<file path="src/rtl/bpsk_pkg.sv">
`default_nettype none
// ============================================================================
// Module      : bpsk_pkg
// Description : Shared types and constants for the BPSK bit serializer:
//               FSM state encoding, default word width / samples-per-symbol,
//               and a counter-width helper that never returns zero.
// Revision    : 1.0 - initial release
// ============================================================================
package bpsk_pkg;

  typedef enum logic [0:0] {
    ST_IDLE  = 1'b0,
    ST_SHIFT = 1'b1
  } bpsk_state_t;

  localparam int BPSK_DATA_WIDTH = 8;
  localparam int BPSK_SPS        = 16;

  // Counter width for a modulo-n counter; at least one bit even for n <= 2.
  function automatic int bpsk_width(input int n);
    return (n <= 2) ? 1 : $clog2(n);
  endfunction

endpackage
`default_nettype wire

</file>
<file path="src/rtl/bpsk_sym_timer.sv">
`default_nettype none
// ============================================================================
// Module      : bpsk_sym_timer
// Description : Samples-per-symbol counter. Counts 0..SPS-1 while enabled and
//               wraps; a synchronous clear restarts the symbol.
// Ports       : clk, rst (async active-high)
//               en        - count enable (serializer is transmitting)
//               clr       - synchronous clear to sample 0
//               sym_end   - counter is at SPS-1 (last cycle of the symbol)
//               sym_start - enabled and counter is at 0 (first cycle)
// Revision    : 1.0 - initial release
// ============================================================================
module bpsk_sym_timer
  import bpsk_pkg::*;
#(
  parameter int SPS = BPSK_SPS
) (
  input  logic clk,
  input  logic rst,
  input  logic en,
  input  logic clr,
  output logic sym_end,
  output logic sym_start
);

  localparam int            CW   = bpsk_width(SPS);
  localparam logic [CW-1:0] LAST = CW'(SPS - 1);

  logic [CW-1:0] samp_cnt;

  always_ff @(posedge clk or posedge rst) begin
    if (rst) begin
      samp_cnt <= '0;
    end else if (clr) begin
      samp_cnt <= '0;
    end else if (en) begin
      samp_cnt <= sym_end ? '0 : samp_cnt + CW'(1);
    end
  end

  assign sym_end   = (samp_cnt == LAST);
  assign sym_start = en && (samp_cnt == '0);

endmodule
`default_nettype wire

</file>
<file path="src/rtl/bpsk_bit_serializer.sv">
`default_nettype none
// ============================================================================
// Module      : bpsk_bit_serializer
// Description : Accepts parallel words over valid/ready and serialises them,
//               holding each bit SPS cycles on sel_sig (carrier-phase select
//               for the downstream BPSK mux). A handshake in the very last
//               cycle of a word chains the next word with no gap.
// Ports       : clk, rst (async active-high)
//               data_in_sig   - word to transmit, sampled only on handshake
//               valid_in_sig  - source has a word
//               ready_out_sig - word accepted this cycle if valid
//               sel_sig       - registered symbol level (0 = phase 0, 1 = pi)
//               sym_stb_sig   - pulse in the first cycle of every symbol
//               busy_sig      - a word is being transmitted
// Options     : define BPSK_DIFF_ENC_EN for differential (DBPSK) encoding;
//               sel_sig then toggles on 1-bits and holds its level in idle.
// Revision    : 1.0 - initial release
// ============================================================================
module bpsk_bit_serializer
  import bpsk_pkg::*;
#(
  parameter int DATA_WIDTH = BPSK_DATA_WIDTH,
  parameter int SPS        = BPSK_SPS,
  parameter int MSB_FIRST  = 1
) (
  input  logic                  clk,
  input  logic                  rst,
  input  logic [DATA_WIDTH-1:0] data_in_sig,
  input  logic                  valid_in_sig,
  output logic                  ready_out_sig,
  output logic                  sel_sig,
  output logic                  sym_stb_sig,
  output logic                  busy_sig
);

  localparam int            BW       = bpsk_width(DATA_WIDTH);
  localparam logic [BW-1:0] LAST_BIT = BW'(DATA_WIDTH - 1);

  bpsk_state_t           state, state_nxt;
  logic [DATA_WIDTH-1:0] shreg, shreg_nxt;
  logic [BW-1:0]         bit_cnt;
  logic                  sel_q;
  logic                  sym_end, sym_start;
  logic                  in_shift, last_cycle, ready, load, advance;

  // Bit currently at the transmit end of a word.
  function automatic logic head_bit(input logic [DATA_WIDTH-1:0] w);
    return (MSB_FIRST != 0) ? w[DATA_WIDTH-1] : w[0];
  endfunction

  // Level driven for a data bit. In DBPSK mode sel_q doubles as the
  // reference level, so it must never be cleared except by reset.
  function automatic logic encode(input logic b, input logic ref_level);
`ifdef BPSK_DIFF_ENC_EN
    return ref_level ^ b;
`else
    return b ^ (ref_level & 1'b0);
`endif
  endfunction

  bpsk_sym_timer #(
    .SPS (SPS)
  ) u_sym_timer (
    .clk       (clk),
    .rst       (rst),
    .en        (in_shift),
    .clr       (load),
    .sym_end   (sym_end),
    .sym_start (sym_start)
  );

  // FSM state register.
  always_ff @(posedge clk or posedge rst) begin
    if (rst) begin
      state <= ST_IDLE;
    end else begin
      state <= state_nxt;
    end
  end

  // FSM next-state and handshake decode.
  always_comb begin
    in_shift   = (state == ST_SHIFT);
    last_cycle = 1'b0;
    ready      = 1'b1;
    load       = 1'b0;
    advance    = 1'b0;
    state_nxt  = state;
    case (state)
      ST_IDLE: begin
        ready = 1'b1;
        load  = valid_in_sig;
        if (load) state_nxt = ST_SHIFT;
      end
      ST_SHIFT: begin
        last_cycle = sym_end && (bit_cnt == LAST_BIT);
        ready      = last_cycle;
        load       = valid_in_sig && last_cycle;
        advance    = sym_end && !last_cycle;
        if (last_cycle && !load) state_nxt = ST_IDLE;
      end
      default: state_nxt = ST_IDLE;
    endcase
  end

  assign shreg_nxt = (MSB_FIRST != 0) ? {shreg[DATA_WIDTH-2:0], 1'b0}
                                      : {1'b0, shreg[DATA_WIDTH-1:1]};

  // Datapath: shift register, bit counter and the registered symbol level.
  always_ff @(posedge clk or posedge rst) begin
    if (rst) begin
      shreg   <= '0;
      bit_cnt <= '0;
      sel_q   <= 1'b0;
    end else if (load) begin
      shreg   <= data_in_sig;
      bit_cnt <= '0;
      sel_q   <= encode(head_bit(data_in_sig), sel_q);
    end else if (advance) begin
      shreg   <= shreg_nxt;
      bit_cnt <= bit_cnt + BW'(1);
      sel_q   <= encode(head_bit(shreg_nxt), sel_q);
    end else if (last_cycle) begin
      bit_cnt <= '0;
`ifndef BPSK_DIFF_ENC_EN
      sel_q   <= 1'b0;
`endif
    end
  end

  assign ready_out_sig = ready;
  assign sel_sig       = sel_q;
  assign sym_stb_sig   = sym_start;
  assign busy_sig      = in_shift;

endmodule
`default_nettype wire

</file>
<file path="config.mk">
export PLATFORM = sky130hd
export DESIGN_NAME = bpsk_bit_serializer
export DESIGN_NICKNAME = d
export VERILOG_FILES = /design/src/rtl/bpsk_pkg.sv /design/src/rtl/bpsk_sym_timer.sv /design/src/rtl/bpsk_bit_serializer.sv
export SDC_FILE = /design/constraint.sdc
export NUM_CORES = 1
export LEC_CHECK = 0
export ABC_AREA = 1
export BUFFER_PORTS_ARGS = -buffer_cell sky130_fd_sc_hd__buf_2
export CAP_MARGIN = 15
export CORE_MARGIN = 1.5
export CORE_UTILIZATION = 58
export DETAILED_ROUTE_END_ITERATION = 10
export GPL_TIMING_DRIVEN = 1
export PLACE_DENSITY = 0.82
export RECOVER_POWER = 25
export SETUP_SLACK_MARGIN = 0.1
export SLEW_MARGIN = 10
export SYNTH_ARGS = -nofsm -noshare
export SYNTH_HDL_FRONTEND = slang
export SYNTH_SLANG_ARGS = --single-unit
</file>
<file path="constraint.sdc">
create_clock -name clk -period 2.5 [get_ports clk]
set_input_delay 0.75 -clock clk [delete_from_list [all_inputs] [get_ports clk]]
set_output_delay 0.75 -clock clk [all_outputs]
set_load 0.1 [all_outputs]
</file>
==> run summary <==
The run finished with clean final reports. Yosys mapped the design onto 22 distinct sky130hd cell types. The initial antenna violation count was 0.

At the pin with the least slew margin, the transition time is 0.610 ns. The finished layout holds 138 standard cells, fillers aside. Across all layers, the routed design uses 744 vias.

For the static leakage, the log shows 0.544 nW. TritonCTS built the clock tree. The all-layer global routing usage was 0.208. The worst setup path is launched from a flip-flop. The layer flagged by global routing as most heavily used is met2.

The core region area came out at 0.00149 mm². In this run the remaining antenna-violating nets after routing total 0. Summed over all instances, the cell type with the most area after synthesis is sky130_fd_sc_hd__dfrtp_1.

Number of optimization iterations in the first detailed-route pass: 4. Post-synthesis instance area: 902 µm². In this run the critical register-to-register path is launched from bit_cnt[0]. The startpoint identified for the worst hold timing path is bit_cnt[1]. The detailed-route vias per instance is 5.39, and the least setup slack across all paths after layout is 0.187 ns.

The mux share of post-synthesis cell area was 0. The run gives 0 as the setup-violating endpoint count in the final report. At the end of the flow, the number of nets in the layout was 138. For the worst-skew pair, the clock arrives at the later sink with an insertion delay of 0.28 ns.

Counting the fill cells in the layout gives 111. The fraction of the cycle the final worst path needs came out at 0.925. In this run the worst setup path begins at u_sym_timer.samp_cnt[1]. The simple-gate share of the synthesized area was 0.386. Via count of the first global-routing pass: 667. The longest clock path from root to sink contains 2 buffers.

The endpoint of the worst-slack reg-to-reg timing path is shreg[6]. In the layout the commonest cells are sky130_fd_sc_hd__nand2_1, sky130_fd_sc_hd__nand3_1, sky130_fd_sc_hd__dfrtp_1. The run gives 0 as the number of endpoints with negative hold slack in the final report. The tools report the first-pass GRT wire length as 2790 µm.

The fraction of layout cells with a size suffix above 1 came out at 0.262. STA puts the critical path data required time at 1.75 ns. For this design the total switching power over the nets is 0.000496 W. Yosys printed 0 warnings.

The fraction of synthesized cell area in xor and xnor cells is 0, and the weighted congestion reported at the end of routability-driven placement is 0.873. In this run the cell area measured after placement is 0.00101 mm². The number of antenna diodes in the final layout is 0.

The number of max-slew violations in the final report is 0, and the worst hold path depth is 2. The floorplan has 14 rows. After the first detailed-routing iteration, the DRC count stood at 17. The share of synthesized cell area in full adder, half adder and majority cells is 0.0555, and the design internal power is 0.000612 W. The most frequent standard cell in the layout excluding fill and tap cells is sky130_fd_sc_hd__nand2_1.

Counting every net in the synthesized netlist gives 120. The tightest min-delay check is of the flip-flop to flip-flop type. TritonCTS buffer count: 3.

The worst setup path is captured at an output pin. The wire-length estimate of the detail-placed layout is 1230 µm. After clock tree synthesis, the clock-pin slew on the worst setup and hold paths is 0.09 ns. After detailed routing, the total wire length is 1630 µm. Measured along the y axis, the die boundary spans 42.4 µm. The switching share of power is 0.447.

The initial cell density of the core is 0.606, and the average cell area after synthesis is 8.59 µm². Synthesis inferred 16 register bits. The tool flagged a number of max-cap violations equal to 0.

The run gives 0.0259 as the global routing met3 resource utilization. The run gives 0.434 as the sequential group share of total power. By area, the combinational part of the netlist is dominated by simple AND/OR/NAND/NOR gates. The tools report the part of the power in the clock network as 0.128. Setup repair after global routing left no endpoint under its margin. The overall die width is 42.4 µm.

Dividing the detail-routed wire length by the instance count gives 11.8 µm. After routing the design area is 0.00105 mm². The maximum number of pins on one net before global-route repair was 17. The max-slew headroom at the worst pin was 0.593; the hold buffer count at cts was 0. The run gives 1 as the H-tree depth reported by CTS. The root buffer cell chosen for the clock tree is sky130_fd_sc_hd__clkbuf_4. The proportion of netlist area held by the largest area contributor came out at 0.444.

The power share of the combinational group came out at 0.439. The run gives 0 as the number of design rule violations left after detail routing. The met1 layer usage reported by global route came out at 0.265. The proportion of synthesized chip area in sequential cells is 0.444.

The worst path needs 2.31 ns of the cycle, external delays included. For hold timing, the worst endpoint is bit_cnt[1]. Along the worst path, the maximum fanout reaches 4. The logs give 0.87 ns for the worst setup slack for register-to-register paths and 15 for the number of top-level design ports. Ranked by total cell area, the synthesized netlist is headed by sky130_fd_sc_hd__dfrtp_1, sky130_fd_sc_hd__nand2_1, sky130_fd_sc_hd__nand3_1, sky130_fd_sc_hd__ha_1, sky130_fd_sc_hd__nand3_4.

The post-synthesis cell count was 105. The classification of the worst setup path is flip-flop to output pin. The logs give 0.00117 ns for the largest clock skew in the final design and 0.351 for the routing usage on met2.

Across the VDD grid, the largest voltage drop is 0.000700 V. The number of cells on the worst reg-to-reg path is 8. The number of placed instances, taps included, is 133.

For the worst setup path, the data arrival time is 1.56 ns. The logs give 432 MHz for the achievable frequency and 0.00180 mm² for the die area. The count of buffers added on input and output ports is 14.

Summed over all failing endpoints, the final setup total negative slack is 0 ns. The total power density per cell area works out to 1060 mW/mm². For the total overflow reported by the global router, the log shows 0. The synthesis-to-finish area growth was 16.4%; the worst setup slack before clock tree synthesis was 0.416 ns. The area fraction in compound gates after synthesis was 0.0485. The clock sink total was 16.
==> through the flow <==
step	hold WS, ns	util	total power, W
CTS	0.491	0.698	0.00111
floorplan	0.446	-	0.000872
detailed placement	0.467	0.679	0.000967
global route	0.514	0.705	0.00120
finish	0.488	0.705	0.00111
global placement	0.459	0.679	0.000943
==> cell usage after synthesis (all sizes together) <==
| cell | instances |
|---|---|
| nand2 | 37 |
| nand3 | 18 |
| dfrtp | 16 |
| inv | 11 |
| ha | 4 |
| nand4 | 4 |
| nor2 | 4 |
| a21oi | 2 |
| o21ai | 2 |
| and3 | 1 |
| buf | 1 |
| clkbuf | 1 |
| nor3 | 1 |
| nor3b | 1 |
| o211ai | 1 |
| o21bai | 1 |
==> final cells by class <==
type / instances / area, µm² / area share
clock buffers: 4 / 26.3 / 0.0250
inverters: 11 / 41.3 / 0.0393
multi-input cells: 76 / 463 / 0.441
flip-flops and latches: 16 / 404 / 0.385
well taps: 16 / 20.0 / 0.0191
repair buffers: 15 / 95.1 / 0.0906
==> power by group through the flow <==
stage / clock [W] / combinational (W) / sequential (W)
after global placement: 0 / 0.000469 / 0.000474
after floorplan: 0 / 0.000357 / 0.000515
after CTS: 0.000142 / 0.000488 / 0.000480
final: 0.000141 / 0.000486 / 0.000481
after detailed placement: 0 / 0.000483 / 0.000484
after global routing: 0.000151 / 0.000555 / 0.000497
==> state kept, by name (all words and copies together), names as in the netlist <==
signal / count
shreg: 7
u_sym_timer.samp_cnt: 4
bit_cnt: 3
busy_sig: 1
sel_sig: 1
==> layer usage <==
layer,part of all wire,up-vias,routed length (µm)
met5,0,-,0
met4,0.011,0,18
met3,0.026,4,42
met2,0.47,14,771
met1,0.49,347,799
li1,-,379,-
==> worst max-delay path, stage by stage, from the launching register on <==
cell and delay, ns:
sky130_fd_sc_hd__dfrtp_1 0.41, sky130_fd_sc_hd__ha_2 0.24, sky130_fd_sc_hd__nand3_4 0.16, sky130_fd_sc_hd__o21ai_4 0.27
sky130_fd_sc_hd__buf_12 0.21
==> worst max path at each step <==
stage	to	slack, ns	cells after the start
floorplan	sym_stb_sig	0.11	2
global placement	sym_stb_sig	0.45	5
detailed placement	sym_stb_sig	0.42	5
CTS	ready_out_sig	0.13	4
global route	ready_out_sig	0.12	4
finish	ready_out_sig	0.19	4
==> what timing repair did <==
| item | 4_1_cts | 5_1_grt |
|---|---|---|
| setup endpoints to repair | 1 | 1 |
| pin swaps | 0 | 1 |
| buffers inserted | 0 | 1 |
| resized for setup | 1 | 1 |
==> kinds of logic after synthesis <==
kind of cell / count (synthesis)
AOI/OAI and AO/OA: 6
and+or+nand+nor: 66
buffers and inverters: 13
adders and majority gates: 4
DFF: 16
(Power assumes the default switching activity.)
